File: config.mk
export PLATFORM = sky130hd
export DESIGN_NAME = inst_fetch
export DESIGN_NICKNAME = d
export VERILOG_FILES = /design/src/rtl/inst_fetch.sv
export SDC_FILE = /design/constraint.sdc
export NUM_CORES = 1
export LEC_CHECK = 0
export ABC_CLOCK_PERIOD_IN_PS = 7550
export BUFFER_PORTS_ARGS = -buffer_cell sky130_fd_sc_hd__buf_4
export CORE_MARGIN = 5
export CORE_UTILIZATION = 56
export DETAILED_ROUTE_END_ITERATION = 10
export PLACE_DENSITY = 0.95
export SETUP_SLACK_MARGIN = 0.15
export SKIP_LAST_GASP = 1
export SLEW_MARGIN = 5
export SYNTH_ARGS = -nofsm -noshare
export SYNTH_HDL_FRONTEND = slang
export SYNTH_SLANG_ARGS = --single-unit
File: constraint.sdc
create_clock -name clk -period 7.55 [get_ports clk]
set_clock_uncertainty 0.05 [all_clocks]
set_input_delay 0.3775 -clock clk [delete_from_list [all_inputs] [get_ports clk]]
set_output_delay 0.3775 -clock clk [all_outputs]
set_load 0.03 [all_outputs]
File: src/rtl/inst_fetch.sv
// inst_fetch: instruction fetch stage in front of the main decoder.
// Holds the program counter, fetches one 32-bit word per instruction over a
// req/ack handshake, presents it to the decoder and redirects the PC from the
// decoder's jump/branch/halt verdict on the issued instruction.
//
// Ports:
//   clk, rst_b                 clock, async active-low reset
//   imem_req/addr/ack/data     instruction memory handshake
//   stall                      downstream not ready, freezes the issued word
//   jump, branch, branch_taken decoder/ALU verdict for the issued word
//   halted                     syscall seen, stop fetching until reset
//   inst_valid, inst           issued instruction
//   opcode, func               inst[31:26], inst[5:0]
//   pc, pc_plus4               current/issued address and its link value
//   fetch_halted               terminal HALT state reached
//
// state  | meaning
// -------+--------------------------------------------
// RST    | just out of reset, request not yet raised
// FETCH  | request outstanding at pc
// ISSUE  | inst presented to the decoder
// HALT   | fetch stopped until the next reset
module inst_fetch #(
    parameter logic [31:0] RESET_PC = 32'h0000_0000
) (
    input  logic        clk,
    input  logic        rst_b,
    output logic        imem_req,
    output logic [31:0] imem_addr,
    input  logic        imem_ack,
    input  logic [31:0] imem_data,
    input  logic        stall,
    input  logic        jump,
    input  logic        branch,
    input  logic        branch_taken,
    input  logic        halted,
    output logic        inst_valid,
    output logic [31:0] inst,
    output logic [5:0]  opcode,
    output logic [5:0]  func,
    output logic [31:0] pc,
    output logic [31:0] pc_plus4,
    output logic        fetch_halted
);

    typedef enum logic [1:0] {
        ST_RST   = 2'd0,
        ST_FETCH = 2'd1,
        ST_ISSUE = 2'd2,
        ST_HALT  = 2'd3
    } state_t;

    state_t      state_q, state_d;
    logic [31:0] pc_q, pc_d;
    logic [31:0] inst_q, inst_d;
    logic        valid_q, valid_d;
    logic        req_q, req_d;
    logic        halt_q, halt_d;

    logic [31:0] pc_plus4_w;
    logic [31:0] jump_target;
    logic [31:0] branch_target;

    assign pc_plus4_w    = pc_q + 32'd4;
    assign jump_target   = {pc_plus4_w[31:28], inst_q[25:0], 2'b00};
    assign branch_target = pc_plus4_w + {{14{inst_q[15]}}, inst_q[15:0], 2'b00};

    always_ff @(posedge clk or negedge rst_b) begin
        if (!rst_b) begin
            state_q <= ST_RST;
            pc_q    <= RESET_PC;
            inst_q  <= 32'h0;
            valid_q <= 1'b0;
            req_q   <= 1'b0;
            halt_q  <= 1'b0;
        end else begin
            state_q <= state_d;
            pc_q    <= pc_d;
            inst_q  <= inst_d;
            valid_q <= valid_d;
            req_q   <= req_d;
            halt_q  <= halt_d;
        end
    end

    // req/halt flags are computed alongside the state so they leave as
    // registers rather than as a decode of the state vector.
    always_comb begin
        state_d = state_q;
        pc_d    = pc_q;
        inst_d  = inst_q;
        valid_d = valid_q;
        req_d   = req_q;
        halt_d  = halt_q;
        case (state_q)
            ST_RST: begin
                state_d = ST_FETCH;
                req_d   = 1'b1;
            end
            ST_FETCH: begin
                if (imem_ack) begin
                    inst_d  = imem_data;
                    valid_d = 1'b1;
                    req_d   = 1'b0;
                    state_d = ST_ISSUE;
                end
            end
            ST_ISSUE: begin
                if (!stall) begin
                    valid_d = 1'b0;
                    if (halted) begin
                        state_d = ST_HALT;
                        halt_d  = 1'b1;
                    end else begin
                        state_d = ST_FETCH;
                        req_d   = 1'b1;
                        if (jump)
                            pc_d = jump_target;
                        else if (branch && branch_taken)
                            pc_d = branch_target;
                        else
                            pc_d = pc_plus4_w;
                    end
                end
            end
            ST_HALT: begin
                req_d   = 1'b0;
                valid_d = 1'b0;
                halt_d  = 1'b1;
            end
            default: begin
                state_d = ST_RST;
            end
        endcase
    end

    assign imem_req     = req_q;
    assign imem_addr    = pc_q;
    assign inst_valid   = valid_q;
    assign inst         = inst_q;
    assign opcode       = inst_q[31:26];
    assign func         = inst_q[5:0];
    assign pc           = pc_q;
    assign pc_plus4     = pc_plus4_w;
    assign fetch_halted = halt_q;

endmodule

* Word-level counts from Yosys, hierarchy flattened
Cells that the tools add are included.
** Storage, ports and cells
- Bits in registers :: 69
- Input bits :: 40
- Output and inout port bits :: 143
- Logic and storage cells :: 44
** Cells by class
- Add/sub/neg operators :: 2
- Equal/unequal tests :: 7
- Multiplexer cells :: 16
- Bitwise operators :: 2
- Reductions and logical operators :: 11
** Operators with widths (number)
- 2-to-1 mux 32 bit :: 2
- adder 32 x 3 -> 32 bit (second input constant) :: 1
- adder 32 bit :: 1
- AND reduction 3 bit :: 5
- != test 2 bit (second input constant) :: 4
- 2-to-1 mux 1 bit :: 7
- 2-to-1 mux 2 bit :: 3
- one-hot mux 2 bit (3 select lines) :: 1
- nonzero test 3 bit :: 2
- == test 2 bit (second input constant) :: 2
- one-hot mux 1 bit (4 select lines) :: 1
- one-hot mux 1 bit (3 select lines) :: 1
- == test 2 x 1 -> 1 bit (second input constant) :: 1
- logical NOT 2 bit :: 1
- inverter 1 bit :: 2
- one-hot mux 1 bit (2 select lines) :: 1
- AND reduction 2 bit :: 1
- nonzero test 2 bit :: 1
- logical AND 1 bit :: 1

* Depth between registers and ports, before layout
- Depth after elaboration :: 4
- Gate-level depth with buffers :: 18
- Gate-level depth less buffers :: 18

* Worst setup path before layout
No wires, ideal clock.
- Kind :: register -> register
- Start point :: register pc_q[2], in the netlist imem_addr[2]
- End point :: register pc_q[30], in the netlist imem_addr[30]
- Library setup time :: 0.142 ns
- Arrival :: 4.093 ns
- Data required time :: 7.358 ns
- Slack :: 3.265 ns
- Cell stages (with the launch flop) :: 17
- Path buffers :: 1
- Period minus slack after synthesis :: 4.285 ns
- Path through :: dfrtp_1 > ha_1 > and4_1 > and3_1 > nand2_1 > or3_1 > xnor2_1 > ha_1 > clkbuf_1 > a21o_1 > a21oi_1 > nor2_1 > o21a_1 > a311o_1 > a21oi_2 > xor2_1 > o221ai_1
** Between the ends
- Longest elaborated chain between the ends :: 4
** RTL lines
- start: declaration :: RTL line 54 : logic [31:0] pc_q, pc_d;
- start signal: assignment :: RTL line 78 : pc_q <= pc_d;
- adder 32 x 3 -> 32 bit :: RTL line 64 : assign pc_plus4_w = pc_q + 32'd4;
- via pc_plus4[24] :: RTL line 42 : output logic [31:0] pc_plus4,
- adder 32 bit :: RTL line 66 : assign branch_target = pc_plus4_w + {{14{inst_q[15]}}, inst_q[15:0], 2'b00};
- 2-to-1 mux 32 bit :: RTL line 119 : else if (branch && branch_taken)
- 2-to-1 mux 32 bit :: RTL line 117 : if (jump)
The timed path passes the listed nets, and every way through them passes these cells.
A chain may end at the register's enable or synchronous reset.

* Worst setup path in the final report
- Start point :: register pc_q[2], in the netlist imem_addr[2]
- End point :: register pc_q[31], in the netlist imem_addr[31]
** Between the ends
- Longest elaborated chain between the ends :: 4
** RTL lines (RTL line)
- adder 32 x 3 -> 32 bit * :: 64
- adder 32 bit :: 66
- 2-to-1 mux 32 bit :: 119
- 2-to-1 mux 32 bit * :: 117
Every way passes the cells marked *; elsewhere a longest branch is shown, timed or not.

==> impl_metrics.toml <==
[outcome]
status = "completed"

[place]
place_hpwl_um = 12500
place_congestion = 0.987
placed_cell_area_mm2 = 0.00657
port_buffers = 176

[critical_path]
r2r_slack_ns = 3.36
worst-setup-path-type = "register to register"
crit_family = "compound AO/OA/AOI/OAI gates"
critPathMaxFanout = 7
arrival_ns = 4.40
max_stage_delay_ns = 0.47
crit_required_ns = 7.76
crit_buf_inv = 1
crit_chain = "ha_1, and4_1, and3_1, nand2_1, nor2_1, nand2_1, xnor2_1, ha_1, a21o_1, a21oi_1, inv_1, a21oi_1, a31oi_1, o21ai_0, nand3b_1, and4_1, o31ai_1"
worst_setup_path_end_kind = "register"
start_kind = "register"
slowest_stage = "dfrtp_1"

[cells_and_area]
fin_nets = 838
fin_area_mm2 = 0.00677
drive_gt1_frac = 0.311
area_growth_pct = 23.2
antenna_cells = 0

[routing]
drt_iter0_drc = 298
vias = 5281
vias_per_cell = 5.92
wl_per_cell_um = 18.5
totalWireLength_um = 16500
antenna_left = 0
drt-pass1-iter-count = 5
drc = 0

[die]
fp-row-count = 36
start_util = 0.568
coreArea_mm2 = 0.00968
die_h_um = 109
io-pin-count = 183
die_area_mm2 = 0.0119
die_w_um = 109

[synthesis]
synth_cell_type_count = 58
synth-seq-cells = 67
synth-edff-count = 0
syn_area_per_cell_um2 = 8.70
synth_top_flop_cell = "dfrtp_1"
synth_top_area_frac = 0.305
synth_area_mm2 = 0.00550
netlist_top_cells_area = "dfrtp_1 30%, ha_1 9.3%, mux2_2 6.8%"
seq_area_frac_synth = 0.305
synth_cells = 632
yosysTopAreaCell = "dfrtp_1"
synthTopCellsByCount = "67 x dfrtp_1, 67 x nand2_1, 50 x nor2_1"
async_flop_share = 1.00
yosys_warnings = 0

[clock_tree]
cts_resized = 0
cts.sinks = 67
clk_latency_ns = 0.36
postCtsSetupBuffers = 0
cts_buffer_depth = 2
cts.htree.levels = 3
cts_tree = "yes"
cts-root-buf = "clkbuf_8"
clk_pin_slew_ns = 0.08
numCtsBuffers = 9
cts_hold_buf = 0

[sta]
worst_slew_pin_slew_ns = 1.03
finalCriticalPeriod_ns = 4.19
finalHoldViolations = 0
fmax_ghz = 0.239
setup_viol = 0
setup_tns_ns = 0
drv_slew = 0
rsz0062_at_grt = "no"
period_share = 0.555
relSlewSlack = 0.312

[global_routing]
grtUsageTotal = 0.280
grt_pass1_wl_um = 26000
grt.overflow.total = 0
grt_max_degree = 68
grt_pass1_vias = 5257
antenna_found_initial = 0

[job]
maxCapViolations = 0

[worst_hold_path]
hp-class = "primary input to asynchronous set/reset pin"
-- layout by cell type, fill, tap and decap left out, drive strengths merged, types with 5 or more instances in the layout --
cell and n:
nand2 67, o31ai 6, a211oi 14, and4 7, buf 177, inv 13, xor2 18, xnor2 35
clkbuf 12, a21o 19, mux2 33, nand4 10, o21ai 42, o211ai 8, a21oi 45, o22ai 5
a31oi 7, conb 6, and3 8, dfrtp 67, nor2 52, or3 5, nand3 16, o21a 6
ha 41
-- per-stage QoR --
stage                util  hold WS [ns]  std cells  setup WS [ns]
finish              0.699        0.0930        892           3.36
global route        0.699         0.167        892           3.05
CTS                 0.699         0.118        892           3.41
detailed placement  0.679         0.435        878           3.45
global placement    0.679         0.421        878           3.62
floorplan               -        0.0319        637           3.26
-- layout make-up --
class	instances	area [um2]
clock buffers	12	165
clock inverters	2	35.0
fillers	728	2910
inverters	14	52.6
multi-input cells	487	3350
flip-flops and latches	67	1680
well taps	133	166
repair buffers	177	1330
-- registers in the layout, summed over array words and instances (netlist names) --
signal,count
inst,32
fetch_halted,1
state_q,2
imem_req,1
imem_addr,30
inst_valid,1
-- worst paths after layout --
check,start,endpoint,cells after the start
max in group asynchronous,rst_b,inst[28],1
hold reg to reg,fetch_halted,fetch_halted,2
min in group clk,imem_data[19],inst[19],2
setup / recovery,imem_addr[2],imem_addr[31],17
hold / removal,rst_b,inst[19],1
setup reg to reg,imem_addr[2],imem_addr[31],17
-- kinds of logic (layout without fill, tap and decap cells) --
| family | after synthesis | after routing | synth area share |
|---|---|---|---|
| and+or+nand+nor | 180 | 180 | 0.151 |
| AOI/OAI and AO/OA | 171 | 171 | 0.201 |
| buffers and inverters | 83 | 205 | 0.0897 |
| DFF | 67 | 67 | 0.305 |
| xor gates and xnor gates | 53 | 53 | 0.0844 |
| adders and majority gates | 42 | 42 | 0.0970 |
| muxes | 35 | 35 | 0.0712 |
| other | 1 | 6 | 0.000682 |
-- per-layer routing --
layer / GRT usage / routed length [um] / vias to the layer above
met3: 0.0699 / 1400 / 41
met2: 0.481 / 8220 / 252
li1: - / - / 2466
met1: 0.331 / 6370 / 2522
met5: 0 / 0 / -
met4: 0.121 / 505 / 0
Power is not shown: default switching activity piles up to over one toggle a cycle in this logic, so the estimate is an artifact.
